File: src/rtl/content_ram_loader_pkg.sv
// Shared widths and state encoding for the content RAM writer and the MD5 reader.
// Both sides import this so word width and address width agree by construction.
package content_ram_loader_pkg;

  localparam int ADDR_W     = 10;
  localparam int DEPTH      = 2 ** ADDR_W;
  localparam int WORD_BYTES = 32;
  localparam int WORD_W     = 8 * WORD_BYTES;
  localparam int IDX_W      = $clog2(WORD_BYTES);

  typedef logic [WORD_W-1:0] word_t;

  typedef enum logic [2:0] {
    ST_IDLE = 3'b001,
    ST_FILL = 3'b010,
    ST_DONE = 3'b100
  } state_e;

endpackage

File: src/rtl/content_ram_loader_if.sv
// Byte-stream input, memory write port and frame status of the content RAM loader.
// master = stream source / environment, slave = the loader itself.
interface content_ram_loader_if;
  import content_ram_loader_pkg::*;

  logic              start;
  logic              in_valid;
  logic [7:0]        in_data;
  logic              in_last;
  logic              in_ready;
  logic              wr_en;
  logic [ADDR_W-1:0] wr_addr;
  word_t             wr_data;
  logic [ADDR_W:0]   word_count;
  logic              frame_done;

  modport master (
    output start, in_valid, in_data, in_last,
    input  in_ready, wr_en, wr_addr, wr_data, word_count, frame_done
  );

  modport slave (
    input  start, in_valid, in_data, in_last,
    output in_ready, wr_en, wr_addr, wr_data, word_count, frame_done
  );

endinterface

File: src/rtl/content_ram_loader_byte_packer.sv
// Packs accepted bytes little-endian into a 256-bit word; close fires combinationally
// on byte 31 or on a last byte, with word_o carrying the zero-padded result that cycle.
module content_ram_loader_byte_packer
  import content_ram_loader_pkg::*;
(
  input  logic       Clk,
  input  logic       Reset,
  input  logic       clear,
  input  logic       accept,
  input  logic [7:0] byte_in,
  input  logic       last_in,
  output logic       close,
  output word_t      word_o
);

  logic [IDX_W-1:0] idx_q, idx_d;
  word_t            pack_q, pack_d;

  always_comb begin
    word_o                  = pack_q;
    word_o[8*idx_q +: 8]    = byte_in;
    close                   = accept && (last_in || idx_q == IDX_W'(WORD_BYTES - 1));
    idx_d                   = idx_q;
    pack_d                  = pack_q;
    // Buffer returns to zero after every close, which is what zero-pads short words.
    if (clear || close) begin
      idx_d  = '0;
      pack_d = '0;
    end else if (accept) begin
      idx_d  = idx_q + 1'b1;
      pack_d = word_o;
    end
  end

  always_ff @(posedge Clk) begin
    if (Reset) begin
      idx_q  <= '0;
      pack_q <= '0;
    end else begin
      idx_q  <= idx_d;
      pack_q <= pack_d;
    end
  end

endmodule

File: src/rtl/content_ram_loader.sv
// Loads a byte stream into sequential 256-bit content RAM words and flags frame end.
// Never stalls in FILL; closing byte at t -> wr_en at t+1 -> frame_done at t+2.
module content_ram_loader
  import content_ram_loader_pkg::*;
(
  input  logic                Clk,
  input  logic                Reset,
  content_ram_loader_if.slave bus
);

  state_e            state_q, state_d;
  logic [ADDR_W-1:0] wr_addr_q, wr_addr_d;
  logic [ADDR_W:0]   word_count_q, word_count_d;
  word_t             wr_data_q, wr_data_d;
  logic              wr_en_q, wr_en_d;
  logic              end_pend_q, end_pend_d;

  logic              in_ready;
  logic              frame_done;
  logic              accept;
  logic              restart;
  logic              close;
  word_t             close_word;
  logic [ADDR_W-1:0] close_addr;

  content_ram_loader_byte_packer u_packer (
    .Clk     (Clk),
    .Reset   (Reset),
    .clear   (restart),
    .accept  (accept),
    .byte_in (bus.in_data),
    .last_in (bus.in_last),
    .close   (close),
    .word_o  (close_word)
  );

  always_ff @(posedge Clk) begin
    if (Reset) begin
      state_q <= ST_IDLE;
    end else begin
      state_q <= state_d;
    end
  end

  always_comb begin
    state_d = state_q;
    case (state_q)
      ST_IDLE: if (bus.start) state_d = ST_FILL;
      ST_FILL: if (wr_en_q && end_pend_q) state_d = ST_DONE;
      ST_DONE: if (bus.start) state_d = ST_FILL;
      default: state_d = ST_IDLE;
    endcase
  end

  always_comb begin
    in_ready   = (state_q == ST_FILL) && !end_pend_q;
    frame_done = (state_q == ST_DONE);
  end

  always_comb begin
    restart    = bus.start && (state_q == ST_IDLE || state_q == ST_DONE);
    accept     = bus.in_valid && in_ready;
    // A word closing during a write strobe belongs to the address after the one being written.
    close_addr = wr_en_q ? wr_addr_q + 1'b1 : wr_addr_q;

    wr_en_d    = close;
    wr_data_d  = close ? close_word : wr_data_q;

    end_pend_d = end_pend_q;
    if (close) begin
      end_pend_d = bus.in_last || (close_addr == ADDR_W'(DEPTH - 1));
    end else if (wr_en_q) begin
      end_pend_d = 1'b0;
    end

    wr_addr_d    = wr_addr_q;
    word_count_d = word_count_q;
    if (restart) begin
      wr_addr_d    = '0;
      word_count_d = '0;
    end else if (wr_en_q) begin
      word_count_d = word_count_q + 1'b1;
      if (wr_addr_q != ADDR_W'(DEPTH - 1)) begin
        wr_addr_d = wr_addr_q + 1'b1;
      end
    end
  end

  always_ff @(posedge Clk) begin
    if (Reset) begin
      wr_addr_q    <= '0;
      word_count_q <= '0;
      wr_data_q    <= '0;
      wr_en_q      <= 1'b0;
      end_pend_q   <= 1'b0;
    end else begin
      wr_addr_q    <= wr_addr_d;
      word_count_q <= word_count_d;
      wr_data_q    <= wr_data_d;
      wr_en_q      <= wr_en_d;
      end_pend_q   <= end_pend_d;
    end
  end

  assign bus.in_ready   = in_ready;
  assign bus.wr_en      = wr_en_q;
  assign bus.wr_addr    = wr_addr_q;
  assign bus.wr_data    = wr_data_q;
  assign bus.word_count = word_count_q;
  assign bus.frame_done = frame_done;

endmodule
File: src/flat_wrapper.sv
// flat-port wrapper written by rule: the top's interface ports become plain ports
module content_ram_loader_flat import content_ram_loader_pkg::*;
  (Clk, Reset, bus_start, bus_in_valid, bus_in_data, bus_in_last, bus_in_ready, bus_wr_en, bus_wr_addr, bus_wr_data, bus_word_count, bus_frame_done);
  content_ram_loader_if bus_i ();
  input  logic Clk;
  input  logic Reset;
  input wire logic [$bits(bus_i.start)-1:0] bus_start;
  input wire logic [$bits(bus_i.in_valid)-1:0] bus_in_valid;
  input wire logic [$bits(bus_i.in_data)-1:0] bus_in_data;
  input wire logic [$bits(bus_i.in_last)-1:0] bus_in_last;
  output wire logic [$bits(bus_i.in_ready)-1:0] bus_in_ready;
  output wire logic [$bits(bus_i.wr_en)-1:0] bus_wr_en;
  output wire logic [$bits(bus_i.wr_addr)-1:0] bus_wr_addr;
  output wire logic [$bits(bus_i.wr_data)-1:0] bus_wr_data;
  output wire logic [$bits(bus_i.word_count)-1:0] bus_word_count;
  output wire logic [$bits(bus_i.frame_done)-1:0] bus_frame_done;
  assign bus_i.start = bus_start;
  assign bus_i.in_valid = bus_in_valid;
  assign bus_i.in_data = bus_in_data;
  assign bus_i.in_last = bus_in_last;
  assign bus_in_ready = bus_i.in_ready;
  assign bus_wr_en = bus_i.wr_en;
  assign bus_wr_addr = bus_i.wr_addr;
  assign bus_wr_data = bus_i.wr_data;
  assign bus_word_count = bus_i.word_count;
  assign bus_frame_done = bus_i.frame_done;
  content_ram_loader u_core (.Clk(Clk), .Reset(Reset), .bus(bus_i));
endmodule
File: config.mk
export PLATFORM = sky130hd
export DESIGN_NAME = content_ram_loader_flat
export DESIGN_NICKNAME = d
export VERILOG_FILES = /design/src/rtl/content_ram_loader_pkg.sv /design/src/rtl/content_ram_loader_if.sv /design/src/rtl/content_ram_loader_byte_packer.sv /design/src/rtl/content_ram_loader.sv /design/src/flat_wrapper.sv
export SDC_FILE = /design/constraint.sdc
export NUM_CORES = 1
export LEC_CHECK = 0
export BUFFER_PORTS_ARGS = -buffer_cell sky130_fd_sc_hd__buf_4
export CORE_ASPECT_RATIO = 0.5
export CORE_MARGIN = 3
export CORE_UTILIZATION = 30
export DETAILED_ROUTE_END_ITERATION = 6
export HOLD_SLACK_MARGIN = 0.05
export PLACE_DENSITY = 0.46
export SLEW_MARGIN = 20
export SYNTH_ARGS = -nofsm -noshare
export SYNTH_HDL_FRONTEND = slang
export SYNTH_SLANG_ARGS = --single-unit
File: constraint.sdc
create_clock -name Clk -period 4.03 [get_ports Clk]
set_input_delay 0.2015 -clock Clk [delete_from_list [all_inputs] [get_ports Clk]]
set_output_delay 0.2015 -clock Clk [all_outputs]
set_load 0.02 [all_outputs]
Yosys cells after proc, flatten, opt, wreduce, memory -nomap -nowiden
Index checks and enable logic that the tools add are counted.
{"block": "totals", "reg_bits": 543, "word_cells": 45}
{"block": "classes", "addsub": 4, "eq_ne": 8, "shifts": 2, "n_mux": 7, "reduce_logical": 16}
{"operator": "$bwmux 256", "n": 1}
{"operator": "$shift 8x34->256 const A", "n": 1}
{"operator": "$shiftx 8x34->256", "n": 1}
{"operator": "$neg 8->34", "n": 1}
{"operator": "$add 11x1->11 const B", "n": 1}
{"operator": "$add 10x1->10 const B", "n": 1}
{"operator": "$eq 10x10->1 const B", "n": 1}
{"operator": "$mux 10", "n": 1}
{"operator": "$ne 10x10->1 const B", "n": 1}
{"operator": "$mux 3", "n": 2}
{"operator": "$pmux 3 s2", "n": 1}
{"operator": "$reduce_or 2->1", "n": 3}
{"operator": "$add 5x1->5 const B", "n": 1}
{"operator": "$eq 5x5->1 const B", "n": 1}
{"operator": "$logic_and 1x1->1", "n": 5}
{"operator": "$logic_or 1x1->1", "n": 4}
{"operator": "$ne 2x1->1 const B", "n": 2}
{"operator": "$reduce_and 2->1", "n": 2}
{"operator": "$eq 3x1->1 const B", "n": 1}
{"operator": "$eq 3x2->1 const B", "n": 1}
{"operator": "$eq 3x3->1 const B", "n": 1}
{"operator": "$mux 1", "n": 2}
{"operator": "$reduce_bool 2->1", "n": 1}
{"operator": "$logic_not 1->1", "n": 1}

Longest topological paths before layout
{"block": "depth", "word_depth": 6, "mapped_depth": 15}

Cells and area by module
A second synthesis with hierarchy kept.
{"block": "unflattened", "cells_unflattened": 2460, "hier_area_um2": 24523.5}
{"mod": "content_ram_loader_byte_packer", "n_inst": 1, "cells_per_inst": 1485, "area_per_inst_um2": 14365.0, "seq_area_each_um2": 5225.0}
{"mod": "content_ram_loader", "n_inst": 1, "cells_per_inst": 975, "area_per_inst_um2": 10158.5, "seq_area_each_um2": 5645.4}

Worst setup path after synthesis
OpenSTA, ideal clock, no wires.
{"block": "synth_path", "path_kind": "register -> register", "from": "register u_core.u_packer.idx_q[0]", "to": "register u_core.wr_data_q[26], in the netlist u_core.bus.wr_data[26]", "arrival_ns": 3.321, "required_ns": 3.898, "slack_ns": 0.577, "stages_incl_launch_ff": 16, "period_less_slack_ns": 3.453, "cell_sequence": "dfxtp_1 -> clkbuf_2 -> buf_2 -> inv_1 -> ha_1 -> clkbuf_1 -> nand2b_1 -> nor2_1 -> ha_1 -> buf_1 -> inv_1 -> nor3_1 -> clkbuf_1 -> nand2_1 -> a221oi_1 -> nor3_1"}
{"block": "synth_between", "elab_chain_len": 3, "word_cells_on_any_way": 7}
{"item": "from (decl)", "line_no": "content_ram_loader_byte_packer.sv:16", "rtl": "logic [IDX_W-1:0] idx_q, idx_d;"}
{"item": "from (signal assigned)", "line_no": "content_ram_loader_byte_packer.sv:40", "rtl": "idx_q <= idx_d;"}
{"item": "$neg 8->34 / $eq 5x5->1 (equally long branches)", "line_no": "content_ram_loader_byte_packer.sv:21, content_ram_loader_byte_packer.sv:22"}
{"item": "$shiftx 8x34->256 (tied with other cells)", "line_no": "content_ram_loader_byte_packer.sv:21", "rtl": "word_o[8*idx_q +: 8] = byte_in;"}
{"item": "$bwmux 256 / $logic_and 1x1->1 (equally long branches)", "line_no": "content_ram_loader_byte_packer.sv:21, content_ram_loader_byte_packer.sv:22"}
{"item": "to (signal assigned)", "line_no": "content_ram_loader.sv:99", "rtl": "wr_data_q <= wr_data_d;"}
{"item": "to (decl)", "line_no": "content_ram_loader.sv:14", "rtl": "word_t wr_data_q, wr_data_d;"}
Parallel ways exist; a longest one is shown, timed or not.
A chain may end at the register's enable or synchronous reset.

Worst setup path in the final report
{"block": "layout_path", "from": "register u_core.u_packer.idx_q[1]", "to": "register u_core.u_packer.pack_q[237]"}
{"block": "layout_between", "elab_chain_len": 5, "word_cells_on_any_way": 9}
{"item": "parallel branches: the longest is 5 deep, another holds $neg 8->34"}
{"item": "to (signal assigned)", "line_no": "content_ram_loader_byte_packer.sv:41", "rtl": "pack_q <= pack_d;"}
{"item": "to (decl)", "line_no": "content_ram_loader_byte_packer.sv:17", "rtl": "word_t pack_q, pack_d;"}
Several ways; the timed one is not identified.

==> flow_summary.ini <==
[status]
status = complete, no violations

[yosys]
ys_ff_latch = 543
seq_area_frac_synth = 0.478
ys.flop_type = dfxtp_1
syn-num-nets = 2663
synth_top_area_cell = dfxtp_1
synth_cell_types = 68
synth_area_per_cell_sq_um = 8.60
synth.area.top_cells = dfxtp_1 (48%), nor2_1 (8.0%), mux2i_1 (5.9%)
synth_top_area_share = 0.478
synth-warning-count = 0
synth_area_sq_um = 22700
synth-edff-count = 0
postSynth.asyncResetShare = 0
syn_inst = 2644

[routing]
dr_total_vias = 21300
wire_per_inst_um = 22.9
ant_nets = 0
remaining_drc_errors = 0
drt_wl_total_mm = 90.1
via_per_inst = 5.42
drtPass1Iterations = 5
drtIter0Drc = 1942

[floorplanning]
die_y_um = 201
coreArea_sq_um = 74100
die_area_sq_um = 79400
initial_core_util = 0.307
die_w_um = 395
rows = 70
ioPinCount = 293

[pwr]
p_per_area_nw_per_um2 = 389
vdd_drop_max_mv = 0.312
p_leak_nw = 10.2

[critical_path]
critPathLaunchType = flip-flop
crit_end = u_core.u_packer.pack_q[237]
end_kind = flip-flop
r2r_slack_ns = 0.37
ff2ff_path_depth = 10
worstReg2RegStart = u_core.u_packer.idx_q[1]
cp.required_ns = 4.53
crit_fanout = 13
crit_start = u_core.u_packer.idx_q[1]
critical_path_class = flip-flop to flip-flop
worst_r2r_endpoint = u_core.u_packer.pack_q[237]
critical_path_arrival_ns = 4.17

[cts]
cts_inserted_buffers = 52
clk_pin_slew_ns = 0.07
root_buffer = clkbuf_16
cts.sinks = 543
clockBufferDepth = 3
cts_tree = built
ctsHtreeMaxLevel = 2
insertion_delay_ns = 0.64

[placed_design]
pre_cts_ws_ns = 0.278
gp_congestion = 0.855
hpwl_mm = 63.5
placement.io_buffers = 292

[sta]
fin_crit_sh = 0.909
timing.fmax_mhz = 273
setup_viol = 0
finalCriticalPeriod_ns = 3.66
slew_viol_final = 0
hold_viol_final = 0
finalSetupTns_ns = 0
tightest_slew_ns = 1.12
slew_headroom = 0.247
clock_skew_ns = 0.0362
rsz0062_at_grt = false
whs_ns = 0.0919
fin_ws_ns = 0.367

[global_route]
grt_use_met3 = 0.0403
grt-ovfl-total = 0
antenna_found_initial = 0
top_usage_layer = met2
grt_pass1_wl_mm = 133
grt_max_degree = 189
grt_pass1_vias = 19800
track_usage = 0.217
grtUsageMet2 = 0.326
grt_use_met1 = 0.319

[worst_hold_path]
hold_class = primary input to flip-flop
hold_path_depth = 3

[finish]
layout.cells.most_common = dfxtp_1
drive_above_1_share = 0.189
multiInputGateArea_sq_um = 11000
mostFrequentLayoutCells = dfxtp_1 (543), nor2_1 (481), buf_4 (388)
area_growth_pct = 23.5
regArea_sq_um = 10900
nFillCells = 7723
final_nets = 2909

[flow_run]
cap_violations = 0
-- registers in the layout, summed over array words and instances (netlist names) --
name	flops
u_core.u_packer.idx_q	5
u_core.state_q	3
u_core.bus.wr_en	1
u_core.bus.word_count	11
u_core.bus.wr_data	256
u_core.bus.wr_addr	10
u_core.end_pend_q	1
u_core.u_packer.pack_q	256
-- worst max-delay path: stages, from the launching register on --
cell	delay (ns)
dfxtp_1	0.53
inv_1	0.08
ha_1	0.31
nand2b_1	0.14
nor2_1	0.05
ha_1	0.47
nor2_1	0.46
nand3_4	0.35
nor4_4	0.78
mux2i_1	0.27
nor2_1	0.06
-- area by class of cell --
cell class	instances	share of cell area
Tap cell	1008	0.0449
Clock buffer	79	0.0545
Clock inverter	15	0.00610
Sequential cell	543	0.387
Multi-Input combinational cell	1871	0.391
Antenna cell	3	0.000267
Inverter	13	0.00174
Timing Repair Buffer	409	0.115
-- cell families (layout without fill, tap and decap cells) --
kind of cell	after synthesis	count (layout)	synth area share
compound gates	512	512	0.156
xor+xnor	22	22	0.00880
fa+ha+maj	6	6	0.00330
buf+inv	230	516	0.0429
flops	543	543	0.478
mux	133	133	0.0585
other cells	0	3	0
simple gates	1198	1198	0.252
-- worst min-delay path by stage --
stage / from / endpoint
after floorplan: bus_in_data[0] / u_core.u_packer.pack_q[0]
after global placement: u_core.u_packer.pack_q[223] / u_core.u_packer.pack_q[223]
after detailed placement: u_core.u_packer.pack_q[207] / u_core.u_packer.pack_q[207]
after CTS: bus_in_last / u_core.end_pend_q
after global routing: bus_in_last / u_core.end_pend_q
final: bus_in_last / u_core.end_pend_q
-- cell usage after synthesis (all sizes together), types with 15 or more instances --
cell type  count
a221oi        98
nor4          47
dfxtp        543
o31ai         15
nand4         15
a2111oi       72
a21oi        108
mux2i        133
nand2        205
buf           63
xor2          17
nor3         248
clkbuf       152
o21ai        123
nor2         488
a311oi        18
nand3        140
a211oi        42
-- where the power goes --
part | internal [mW] | leakage, nW | switching (mW) | total [mW]
sequential | 5.39 | 4.37 | 0.0235 | 5.42
combinational | 0.117 | 4.98 | 0.321 | 0.438
clock | 2.82 | 0.841 | 2.27 | 5.09
total | 8.33 | 10.2 | 2.62 | 10.9
-- per-layer routing --
layer,routed length (um),part of all wire
met1,43400,0.48
met2,39100,0.43
met3,5600,0.062
met4,2040,0.023
met5,0,0
-- per-stage QoR --
step	instances	area (sq um)	total power [mW]	utilization
floorplan	2644	22700	5.78	-
global placement	3834	26300	5.97	0.354
detailed placement	3834	26300	5.97	0.355
CTS	3937	28100	11.1	0.379
global route	3938	28100	11.3	0.379
finish	3941	28100	10.9	0.379
-- timing repair --
action / in CTS / in global routing
hold buffers: 9 / 0
setup buffers: 0 / 1
hold endpoints to repair: 33 / 0
setup endpoints to repair: 0 / 9
gates resized for setup: 0 / 1
Power figures use the tool's default switching activity.
